File: config.mk
export PLATFORM = sky130hd
export DESIGN_NAME = uart_frame_tx_flat
export DESIGN_NICKNAME = d
export VERILOG_FILES = /design/src/rtl/uart_frame_tx_if.sv /design/src/rtl/uart_frame_tx.sv /design/src/flat_wrapper.sv
export SDC_FILE = /design/constraint.sdc
export NUM_CORES = 1
export LEC_CHECK = 0
export BUFFER_PORTS_ARGS = -buffer_cell sky130_fd_sc_hd__buf_4
export CORE_MARGIN = 1.5
export CORE_UTILIZATION = 42
export DETAILED_ROUTE_END_ITERATION = 12
export PLACE_DENSITY = 0.72
export SLEW_MARGIN = 40
export SYNTH_ARGS = -nofsm -noshare
export SYNTH_HDL_FRONTEND = slang
export SYNTH_SLANG_ARGS = --single-unit
File: constraint.sdc
create_clock -name clk -period 2.8 [get_ports clk]
set_input_delay 0.28 -clock clk [delete_from_list [all_inputs] [get_ports clk]]
set_output_delay 0.28 -clock clk [all_outputs]
set_load 0.02 [all_outputs]
File: src/rtl/uart_frame_tx_if.sv
// uart_frame_tx_if: snapshot handshake between a channel producer and the frame transmitter
interface uart_frame_tx_if #(parameter int NUM_CH = 32);
  logic [NUM_CH*8-1:0] in_channel_data;
  logic                data_valid;
  logic                data_acknowledge;
  modport master(output in_channel_data, output data_valid, input data_acknowledge);
  modport slave(input in_channel_data, input data_valid, output data_acknowledge);
endinterface

File: src/rtl/uart_frame_tx.sv
// uart_frame_tx: sends sync byte, NUM_CH snapshot bytes and a mod-256 checksum as 8N1 UART frames
module uart_frame_tx #(
  parameter int         CLK_FREQ     = 50_000_000,
  parameter int         BAUD         = 115200,
  parameter int         CLKS_PER_BIT = CLK_FREQ / BAUD,
  parameter int         NUM_CH       = 32,
  parameter logic [7:0] SYNC_BYTE    = 8'hA5
) (
  input  logic            clk,
  input  logic            rst_n,
  uart_frame_tx_if.slave  bus,
  output logic            tx_pin,
  output logic            busy
);
  localparam int         CW   = $clog2(CLKS_PER_BIT);
  localparam logic [5:0] LAST = 6'(NUM_CH + 1);
  localparam logic [5:0] NCH  = 6'(NUM_CH);
  typedef enum logic [1:0] {IDLE, START, DATA, STOP} state_t;
  state_t              state, state_n;
  logic [NUM_CH*8-1:0] shadow, shadow_n;
  logic [7:0]          shift, shift_n, sum, sum_n;
  logic [5:0]          byte_idx, byte_n;
  logic [2:0]          bit_idx, bit_n;
  logic [CW-1:0]       cnt, cnt_n;
  logic                tx_n, busy_n, ack, ack_n, bit_end;
  assign bit_end = cnt == CW'(CLKS_PER_BIT - 1);
  assign bus.data_acknowledge = ack;
  always_ff @(posedge clk or negedge rst_n) begin
    if (!rst_n) begin
      state    <= IDLE;
      shadow   <= '0;
      shift    <= '0;
      sum      <= '0;
      byte_idx <= '0;
      bit_idx  <= '0;
      cnt      <= '0;
      tx_pin   <= 1'b1;
      busy     <= 1'b0;
      ack      <= 1'b0;
    end else begin
      state    <= state_n;
      shadow   <= shadow_n;
      shift    <= shift_n;
      sum      <= sum_n;
      byte_idx <= byte_n;
      bit_idx  <= bit_n;
      cnt      <= cnt_n;
      tx_pin   <= tx_n;
      busy     <= busy_n;
      ack      <= ack_n;
    end
  end
  // Line level is registered alongside the state so every bit lasts exactly CLKS_PER_BIT cycles
  always_comb begin
    state_n  = state;
    shadow_n = shadow;
    shift_n  = shift;
    sum_n    = sum;
    byte_n   = byte_idx;
    bit_n    = bit_idx;
    cnt_n    = bit_end ? '0 : cnt + CW'(1);
    tx_n     = tx_pin;
    busy_n   = busy;
    ack_n    = 1'b0;
    case (state)
      IDLE: begin
        cnt_n = '0;
        if (bus.data_valid) begin
          shadow_n = bus.in_channel_data;
          shift_n  = SYNC_BYTE;
          sum_n    = '0;
          byte_n   = '0;
          ack_n    = 1'b1;
          busy_n   = 1'b1;
          tx_n     = 1'b0;
          state_n  = START;
        end
      end
      START: if (bit_end) begin
        state_n = DATA;
        bit_n   = '0;
        tx_n    = shift[0];
      end
      DATA: if (bit_end) begin
        if (bit_idx == 3'd7) begin
          state_n = STOP;
          tx_n    = 1'b1;
        end else begin
          bit_n   = bit_idx + 3'd1;
          shift_n = shift >> 1;
          tx_n    = shift[1];
        end
      end
      STOP: if (bit_end) begin
        if (byte_idx < LAST) begin
          byte_n   = byte_idx + 6'd1;
          // The shadow drains one channel per byte, so the next channel is always at the bottom
          shift_n  = byte_idx < NCH ? shadow[7:0] : sum;
          sum_n    = byte_idx < NCH ? sum + shadow[7:0] : sum;
          shadow_n = byte_idx < NCH ? shadow >> 8 : shadow;
          tx_n     = 1'b0;
          state_n  = START;
        end else begin
          busy_n  = 1'b0;
          state_n = IDLE;
        end
      end
      default: state_n = IDLE;
    endcase
  end
endmodule
File: src/flat_wrapper.sv
// flat-port wrapper written by rule: the top's interface ports become plain ports
module uart_frame_tx_flat 
#(
  parameter int         CLK_FREQ     = 50_000_000,
  parameter int         BAUD         = 115200,
  parameter int         CLKS_PER_BIT = CLK_FREQ / BAUD,
  parameter int         NUM_CH       = 32,
  parameter logic [7:0] SYNC_BYTE    = 8'hA5
)
  (clk, rst_n, tx_pin, busy, bus_in_channel_data, bus_data_valid, bus_data_acknowledge);
  uart_frame_tx_if #(.NUM_CH(NUM_CH)) bus_i ();
  input  logic clk;
  input  logic rst_n;
  output logic tx_pin;
  output logic busy;
  input wire logic [$bits(bus_i.in_channel_data)-1:0] bus_in_channel_data;
  input wire logic [$bits(bus_i.data_valid)-1:0] bus_data_valid;
  output wire logic [$bits(bus_i.data_acknowledge)-1:0] bus_data_acknowledge;
  assign bus_i.in_channel_data = bus_in_channel_data;
  assign bus_i.data_valid = bus_data_valid;
  assign bus_data_acknowledge = bus_i.data_acknowledge;
  uart_frame_tx #(.CLK_FREQ(CLK_FREQ), .BAUD(BAUD), .CLKS_PER_BIT(CLKS_PER_BIT), .NUM_CH(NUM_CH), .SYNC_BYTE(SYNC_BYTE)) u_core (.clk(clk), .rst_n(rst_n), .bus(bus_i), .tx_pin(tx_pin), .busy(busy));
endmodule
Word-level counts from Yosys, hierarchy flattened
Index checks and enable logic that the tools add are counted.
- add/sub/neg operators: 4
- magnitude comparators: 2
- equal/unequal tests: 14
- multiplexer cells: 47
- reductions and logical operators: 11
- operator list (operator ; count):
    $mux 256 ; 4
    $pmux 256 s2 ; 1
    $mux 8 ; 10
    $pmux 8 s3 ; 1
    $mux 6 ; 3
    $mux 9 ; 2
    $pmux 8 s2 ; 1
    $reduce_and 5->1 ; 3
    $lt 6x6->1 const B ; 2
    $mux 1 ; 12
    $ne 2x1->1 const B ; 6
    $pmux 6 s2 ; 1
    $reduce_and 4->1 ; 3
    $mux 2 ; 5
    $add 9x1->9 const B ; 1
    $eq 9x9->1 const B ; 1
    $mux 3 ; 3
    $add 8x8->8 ; 1
    $pmux 2 s4 ; 1
    $add 6x1->6 const B ; 1
    $ne 2x2->1 const B ; 3
    $pmux 3 s2 ; 1
    $reduce_and 6->1 ; 1
    $eq 2x2->1 const B ; 2
    8 further kinds ; 9
- register bits after elaboration: 295
- input bits: 259
- output and inout bits: 3
- word-level logic and storage cells: 88

Logic depth before layout (Yosys ltp)
Gate-level depths: netlist of the first run.
- word-level depth: 5
- depth in mapped cells: 10
- depth with buffers taken out: 7

Worst setup path after synthesis of the first run
No wires, ideal clock.
- kind: reg-to-reg
- start point: reg u_core.state[0]
- end point: reg u_core.shadow[138]
- data arrival time: 1817 ps
- required time: 2667 ps
- setup slack: 850 ps
- stages on the path, launching flop included: 11
- path buffers: 3
- path through: dfrtp_1 inv_1 ha_1 and2b_1 o21bai_1 a21o_1 buf_4 buf_6 buf_2 nand2_1 o21ai_0
- cells in the longest elaborated chain, start to end: 3
- ends and longest elaborated chain (item ; RTL line ; source):
    start: declaration ; uart_frame_tx.sv:19 ; state_t state, state_n;
    start signal: assignment ; uart_frame_tx.sv:41 ; state <= state_n;
    $eq 2x2->1 / $logic_not 2->1 (equally long branches) ; uart_frame_tx.sv:65 ; case (state)
    $ne 2x1->1 (no source line), or another cell as far along ; - ;
    $reduce_and 5->1 (no source line) ; - ;
    end signal: assignment ; uart_frame_tx.sv:42 ; shadow <= shadow_n;
    end: declaration ; uart_frame_tx.sv:20 ; logic [NUM_CH*8-1:0] shadow, shadow_n;
Several ways; a longest one is shown, not always the timed one.
A chain may end at the register's enable or synchronous reset.

Worst setup path in the final report of the first run
- start point: reg u_core.state[0]
- end point: reg u_core.shadow[1]
The elaborated chain is that of the path after synthesis.

==> results.yml, run 1 <==
global_routing:
  grt_max_degree: 108
  grt_pass1_wl_um: 53100
  first_global_vias: 10253
  grtUsageTotal_pct: 19.33
  gr-total-overflow: 0
  antenna_found_initial: 2
cells_and_area:
  synthToLayoutAreaGrowth_pct: 24.86
  utilization_pct: 53.59
  fillers: 2904
  fin_nets: 1854
  multi_input_area_um2: 6102
  final-seq-area_um2: 7383
  finalInstanceArea_um2: 17570
  drive_above_1_share_pct: 21.59
cts:
  cts_tree: "yes"
  cts.clk_slew.worst_paths_ns: 0.06
  cts_max_path_buffers: 3
  cts_root_buffer: "clkbuf_16"
  cts_setup_buffers: 0
  cts.repair.resized: 0
  clock_latency_ns: 0.51
  htreeDepth: 2
  clock_sinks: 295
  cts_buffers: 35
yosys:
  netlist_top_cells_count: "dfrtp_1 (294), nand2_1 (276), o21ai_0 (268)"
  synthDistinctLibCells: 49
  synth_cells: 1345
  syn_avg_cell_area_um2: 10.46
  synthArstFlopShare_pct: 100.0
  netlist.area_leader.share_pct: 52.29
  synth_edf_count: 0
  ys_seq_area_share_pct: 52.48
  synth_nets: 1622
  synthFlopType: "dfrtp_1"
  synth.most_common_cell: "dfrtp_1"
  synth_warnings: 0
  yosys.area.top_type: "dfrtp_1"
  synth_area_leaders: "dfrtp_1 (52%), mux2i_1 (18%), o21ai_0 (9.5%), nand2_1 (7.4%), buf_6 (1.8%)"
  synth_seq_cells: 295
  synth_area_um2: 14070
floorplan:
  dieArea_um2: 34610
  start_util_pct: 42.92
  coreArea_um2: 32780
  pin_count: 262
  rows: 66
  die_width_um: 186.0
  die_h_um: 186.0
worst_hold_path:
  hp-start: "bus_in_channel_data[99]"
  holdCritPathClass: "in2reg"
  holdPathStages: 3
  hold_end: "u_core.shadow[99]$_DFFE_PN0P_"
sta:
  worst_clock_skew_ns: 0.01990
  post-route-period-util_pct: 88.13
  finalSetupViolations: 0
  drv_slew: 0
  tightestPinTransition_ns: 0.7504
  hold_viol: 0
  setup_ws_ns: 0.3324
  slew-limit-headroom_pct: 49.98
  grt_setup_unrepaired: "no"
  min_period_ns: 2.468
  fin_setup_tns_ns: 0
  fmax_mhz: 405.2
placement:
  hpwlAfterDp_um: 23120
  gp_congestion: 0.8148
  placed_area_um2: 16350
  place_ws_ns: 0.1653
  portBuffers: 261
power:
  p_clk_share_pct: 48.0
  p_int_mw: 7.240
  p_comb_share_pct: 5.5
  power.leakage_nw: 7.795
  power_density_nw_per_um2: 522.6
  pwr-share-seq_pct: 46.5
  p_sw_share_pct: 21.14
  max-vdd-ir-drop_mv: 0.4965
  power.switching_mw: 1.941
drt:
  routed-via-count: 10329
  wl_um: 33470
  wire_per_inst_um: 16.39
  dr.pass1.iters: 4
  detail-route-antenna-nets: 0
  avgViaCountPerCell: 5.058
  drt_iter0_markers: 470
  post-route-drc-count: 0
run_status:
  status: "finished clean"
worst_setup_path:
  r2r_cells: 7
  reg2reg_slack_ns: 0.33
  required_ns: 3.15
  crit_path_max_fanout: 100
  timing.rr.start: "u_core.state[0]$_DFFE_PN0P_"
  reg2reg_to: "u_core.shadow[1]$_DFFE_PN0P_"
  cp-end-kind: "register"
  cp.arrival_ns: 2.82
  critPathLaunchType: "register"
  path_class: "reg2reg"
job:
  cap_violations: 0
metal layers:
layer  up-vias  wire length (um)  track usage, %
li1       5136                 -               -
met1      4884             15170           25.84
met2       244             15110           29.96
met3        63              2122           5.263
met4         2              1056           7.226
met5         -                13               0
how the worst max path moves through the flow:
stage | start | endpoint | cells after the start
global placement | u_core.state[0]$_DFFE_PN0P_ | u_core.shadow[10]$_DFFE_PN0P_ | 7
CTS | u_core.state[0]$_DFFE_PN0P_ | u_core.shadow[1]$_DFFE_PN0P_ | 7
floorplan | u_core.state[0]$_DFFE_PN0P_ | u_core.shadow[138]$_DFFE_PN0P_ | 10
detailed placement | u_core.state[0]$_DFFE_PN0P_ | u_core.shadow[27]$_DFFE_PN0P_ | 7
global route | u_core.state[0]$_DFFE_PN0P_ | u_core.shadow[10]$_DFFE_PN0P_ | 7
finish | u_core.state[0]$_DFFE_PN0P_ | u_core.shadow[1]$_DFFE_PN0P_ | 7
per-stage QoR:
step	cells	hold slack, ns	power, mW
floorplan	1345	-0.01559	4.428
global placement	1972	0.2916	4.841
detailed placement	1973	0.2894	4.848
CTS	2040	0.03303	9.312
global route	2041	0.04734	9.522
finish	2042	0.05388	9.181
repair_timing:
action | 4_1_cts | 5_1_grt
hold buffers | 9 | 0
setup endpoints to repair | 0 | 0
hold endpoints to repair | 71 | 0
registers in the layout (all words and copies together), names as in the netlist:
name	flops
u_core.byte_idx	6
u_core.state	2
u_core.shadow	256
u_core.bus.data_acknowledge	1
u_core.sum	8
u_core.busy	1
u_core.shift	8
u_core.tx_pin	1
u_core.cnt	9
u_core.bit_idx	3
placed cells by master, fill, tap and decap left out, types with 4 or more instances in the layout:
cell type and instances:
clkbuf_8 7, o31ai_1 5, a21oi_1 12, buf_4 264, o21ai_0 268, mux2_2 8, nand3_1 10, buf_12 12
nor2_1 18, mux2i_1 258, xnor2_1 5, clkbuf_1 8, clkbuf_16 35, and2_1 4, dfrtp_1 294, ha_1 16
inv_1 11, dlygate4sd3_1 9, nor3_1 5, nand2_1 276, xor2_1 4, a21o_1 6, a22o_1 12
cell type report:
class,instances,share of cell area (%)
Clock inverter,8,0.6552
Clock buffer,50,5.705
Multi-Input combinational cell,946,34.73
Tap cell,442,3.148
Antenna cell,2,0.02849
Sequential cell,295,42.03
Timing Repair Buffer,288,13.47
Inverter,11,0.2350
critical path: stages, from the launching register on:
cell      delay, ns
dfrtp_1        0.44
inv_1          0.13
ha_1           0.26
and2b_1        0.24
o21bai_1       0.19
a21o_4         0.31
buf_6          0.50
o21ai_0        0.21
kinds of logic (layout without fill, tap and decap cells):
kind of cell	count (synthesis)	after routing	synth area share (%)
AOI/OAI and AO/OA	323	323	12.49
DFF	295	295	52.48
adders and majority gates	18	18	1.654
xor gates and xnor gates	9	9	0.5602
buffers and inverters	104	357	4.295
other	0	2	0
muxes	266	266	19.00
and+or+nand+nor	330	330	9.524
power groups by stage:
stage          clock [mW]  sequential (mW)  combinational, mW
2_1_floorplan           0             4.34             0.0861
3_3_place_gp            0             4.34              0.501
3_5_place_dp            0             4.34              0.507
4_1_cts              4.53             4.26              0.519
5_1_grt              4.70             4.26              0.561
6_report             4.41             4.26              0.507
(Power assumes the default switching activity.)
==> run 2, diff against run 1 <==
--- a/config.mk
+++ b/config.mk
@@ -9,7 +9,9 @@
 export CORE_MARGIN = 1.5
 export CORE_UTILIZATION = 42
 export DETAILED_ROUTE_END_ITERATION = 12
+export GPL_TIMING_DRIVEN = 0
 export PLACE_DENSITY = 0.72
+export RECOVER_POWER = 50
 export SLEW_MARGIN = 40
 export SYNTH_ARGS = -nofsm -noshare
 export SYNTH_HDL_FRONTEND = slang
==> results.yml, run 2 (synthesized netlist as in run 1, its figures left out) <==
power:
  total_power_mw: 9.138
  pwr-share-seq_pct: 46.7
  power_density_nw_per_um2: 512.5
  power.switching_mw: 1.976
  p_int_mw: 7.162
  p_sw_share_pct: 21.63
  max-vdd-ir-drop_mv: 0.3386
  p_comb_share_pct: 5.6
  p_clk_share_pct: 47.7
  power.leakage_nw: 7.951
worst_setup_path:
  cp_slowest_stage_delay_ns: 0.41
  critPathLaunchType: "register"
  cp-end-kind: "register"
  crit_start: "u_core.state[1]$_DFFE_PN0P_"
  timing.rr.start: "u_core.state[1]$_DFFE_PN0P_"
  r2r_cells: 8
  cpMaxStageDelayCell: "dfrtp_1"
  worstPathCellList: "inv_1 > ha_1 > and2b_1 > o21bai_1 > a21o_1 > buf_2 > clkbuf_1 > o21ai_0"
  cp.arrival_ns: 2.88
  path_class: "reg2reg"
  required_ns: 3.15
  reg2reg_to: "u_core.shadow[24]$_DFFE_PN0P_"
  reg2reg_slack_ns: 0.26
  crit_path_max_fanout: 10
  critPathCapture: "u_core.shadow[24]$_DFFE_PN0P_"
sta:
  drv_slew: 136
  finalSetupViolations: 0
  setup_ws_ns: 0.2648
  hold_viol: 0
  fmax_mhz: 394.4
  tightestPinTransition_ns: 1.808
  worst_clock_skew_ns: 0.03492
  slew-limit-headroom_pct: -20.51
  post-route-period-util_pct: 90.54
  grt_setup_unrepaired: "no"
  fin_setup_tns_ns: 0
  min_period_ns: 2.535
cells_and_area:
  final_cell_count_no_fill: 2120
  largest_reg_flops: 256
  utilization_pct: 54.39
  layout_commonest_cell: "dfrtp_1"
  regMostFlops: "u_core.shadow"
  antennaDiodeCount: 0
  fin_nets: 1933
  synthToLayoutAreaGrowth_pct: 26.73
  reg_top3: "u_core.shadow: 256 flops, u_core.cnt: 9 flops"
  drive_above_1_share_pct: 22.29
  final_cell_mix: "dfrtp_1 (294), nand2_1 (276), o21ai_0 (268), buf_4 (262), mux2i_1 (258)"
cts:
  cts_setup_buffers: 0
  cts_buffers: 35
  clock_latency_ns: 0.52
  htreeDepth: 2
  cts_max_path_buffers: 3
  cts.clk_slew.worst_paths_ns: 0.06
  clock_sinks: 295
  cts_root_buffer: "clkbuf_16"
  cts_tree: "yes"
floorplan:
  die_width_um: 186.0
  coreArea_um2: 32780
  rows: 66
  die_h_um: 186.0
  start_util_pct: 42.92
  pin_count: 262
  dieArea_um2: 34610
global_routing:
  grt_pass1_wl_um: 58580
  grtUsageTotal_pct: 21.64
  use_met2_pct: 33.81
  grt_use_met3_pct: 5.772
  met1_usage_pct: 28.74
  gr-total-overflow: 0
  top_usage_layer: "met2"
  first_global_vias: 11091
  grt_max_degree: 74
  antenna_found_initial: 3
placement:
  hpwlAfterDp_um: 27710
  gp_congestion: 0.8307
  portBuffers: 261
  place_ws_ns: 0.1900
  dp_cells: 2052
drt:
  detail-route-antenna-nets: 0
  wl_um: 37110
  routed-via-count: 11003
  wire_per_inst_um: 17.51
  dr.pass1.iters: 5
  drt_iter0_markers: 451
  post-route-drc-count: 0
  avgViaCountPerCell: 5.190
run_status:
  status: "finished with violations"
  violations: "capacitance limit, slew limit"
worst_hold_path:
  holdCritPathClass: "in2reg"
  holdPathStages: 3
job:
  cap_violations: 2
[run 2: cell count changes in the layout (fill, tap and decap cells not counted), sizes merged]
cell,before,now
clkbuf,50,99
buf,279,311
diode,2,0
inv,11,13
bufinv,2,1
clkinv,5,4
clkinvlp,1,0
[run 2: cell type report]
| class | instances | area [um2] |
|---|---|---|
| Clock buffer | 52 | 1011 |
| Buffer | 93 | 564.3 |
| Clock inverter | 7 | 81.33 |
| Sequential cell | 295 | 7383 |
| Multi-Input combinational cell | 946 | 6082 |
| Tap cell | 442 | 553.0 |
| Inverter | 11 | 41.29 |
| Timing Repair Buffer | 274 | 2115 |
| Fill cell | 2920 | 14950 |
[run 2: power by group through the flow]
| stage | sequential (mW) | combinational, mW | clock [mW] |
|---|---|---|---|
| global route | 4.26 | 0.566 | 4.64 |
| finish | 4.26 | 0.516 | 4.36 |
| CTS | 4.26 | 0.534 | 4.45 |
| floorplan | 4.34 | 0.0861 | 0 |
| detailed placement | 4.34 | 0.521 | 0 |
| global placement | 4.34 | 0.495 | 0 |
[run 2: worst min-delay path by stage]
stage / slack (ns) / endpoint / from
2_1_floorplan: -0.02 / u_core.bit_idx[0]$_DFFE_PN0P_ / rst_n
3_3_place_gp: 0.46 / u_core.shadow[96]$_DFFE_PN0P_ / u_core.shadow[96]$_DFFE_PN0P_
3_5_place_dp: 0.19 / u_core.shadow[234]$_DFFE_PN0P_ / rst_n
4_1_cts: 0.04 / u_core.shadow[207]$_DFFE_PN0P_ / bus_in_channel_data[207]
5_1_grt: 0.05 / u_core.shadow[240]$_DFFE_PN0P_ / bus_in_channel_data[240]
6_report: 0.05 / u_core.shadow[207]$_DFFE_PN0P_ / bus_in_channel_data[207]
[run 2: layer usage]
| layer | vias to the layer above | share of wire [%] |
|---|---|---|
| li1 | 5308 | - |
| met1 | 5308 | 43 |
| met2 | 301 | 46 |
| met3 | 80 | 7.6 |
| met4 | 6 | 3.5 |
| met5 | - | 0.081 |
[run 2: repair_timing]
| action | in CTS | in global routing |
|---|---|---|
| endpoints found under the hold margin | 46 | 0 |
| setup endpoints to repair | 0 | 9 |
| hold buffers | 9 | 0 |
| gates resized for setup | 0 | 2 |
[run 2: critical path, delay by kind of cell, from the launching register on]
kind                       cells  cell delay, ns
buffers and inverters          3            0.82
DFF                            1            0.41
and+or+nand+nor                1            0.24
AOI/OAI and AO/OA              3            0.64
adders and majority gates      1            0.25
[run 2: stage by stage]
step / area [um2] / hold WS (ns)
after floorplan: 14070 / -0.01559
after global placement: 16580 / 0.4599
after detailed placement: 16700 / 0.1918
after CTS: 17880 / 0.03649
after global routing: 17830 / 0.05270
final: 17830 / 0.05394
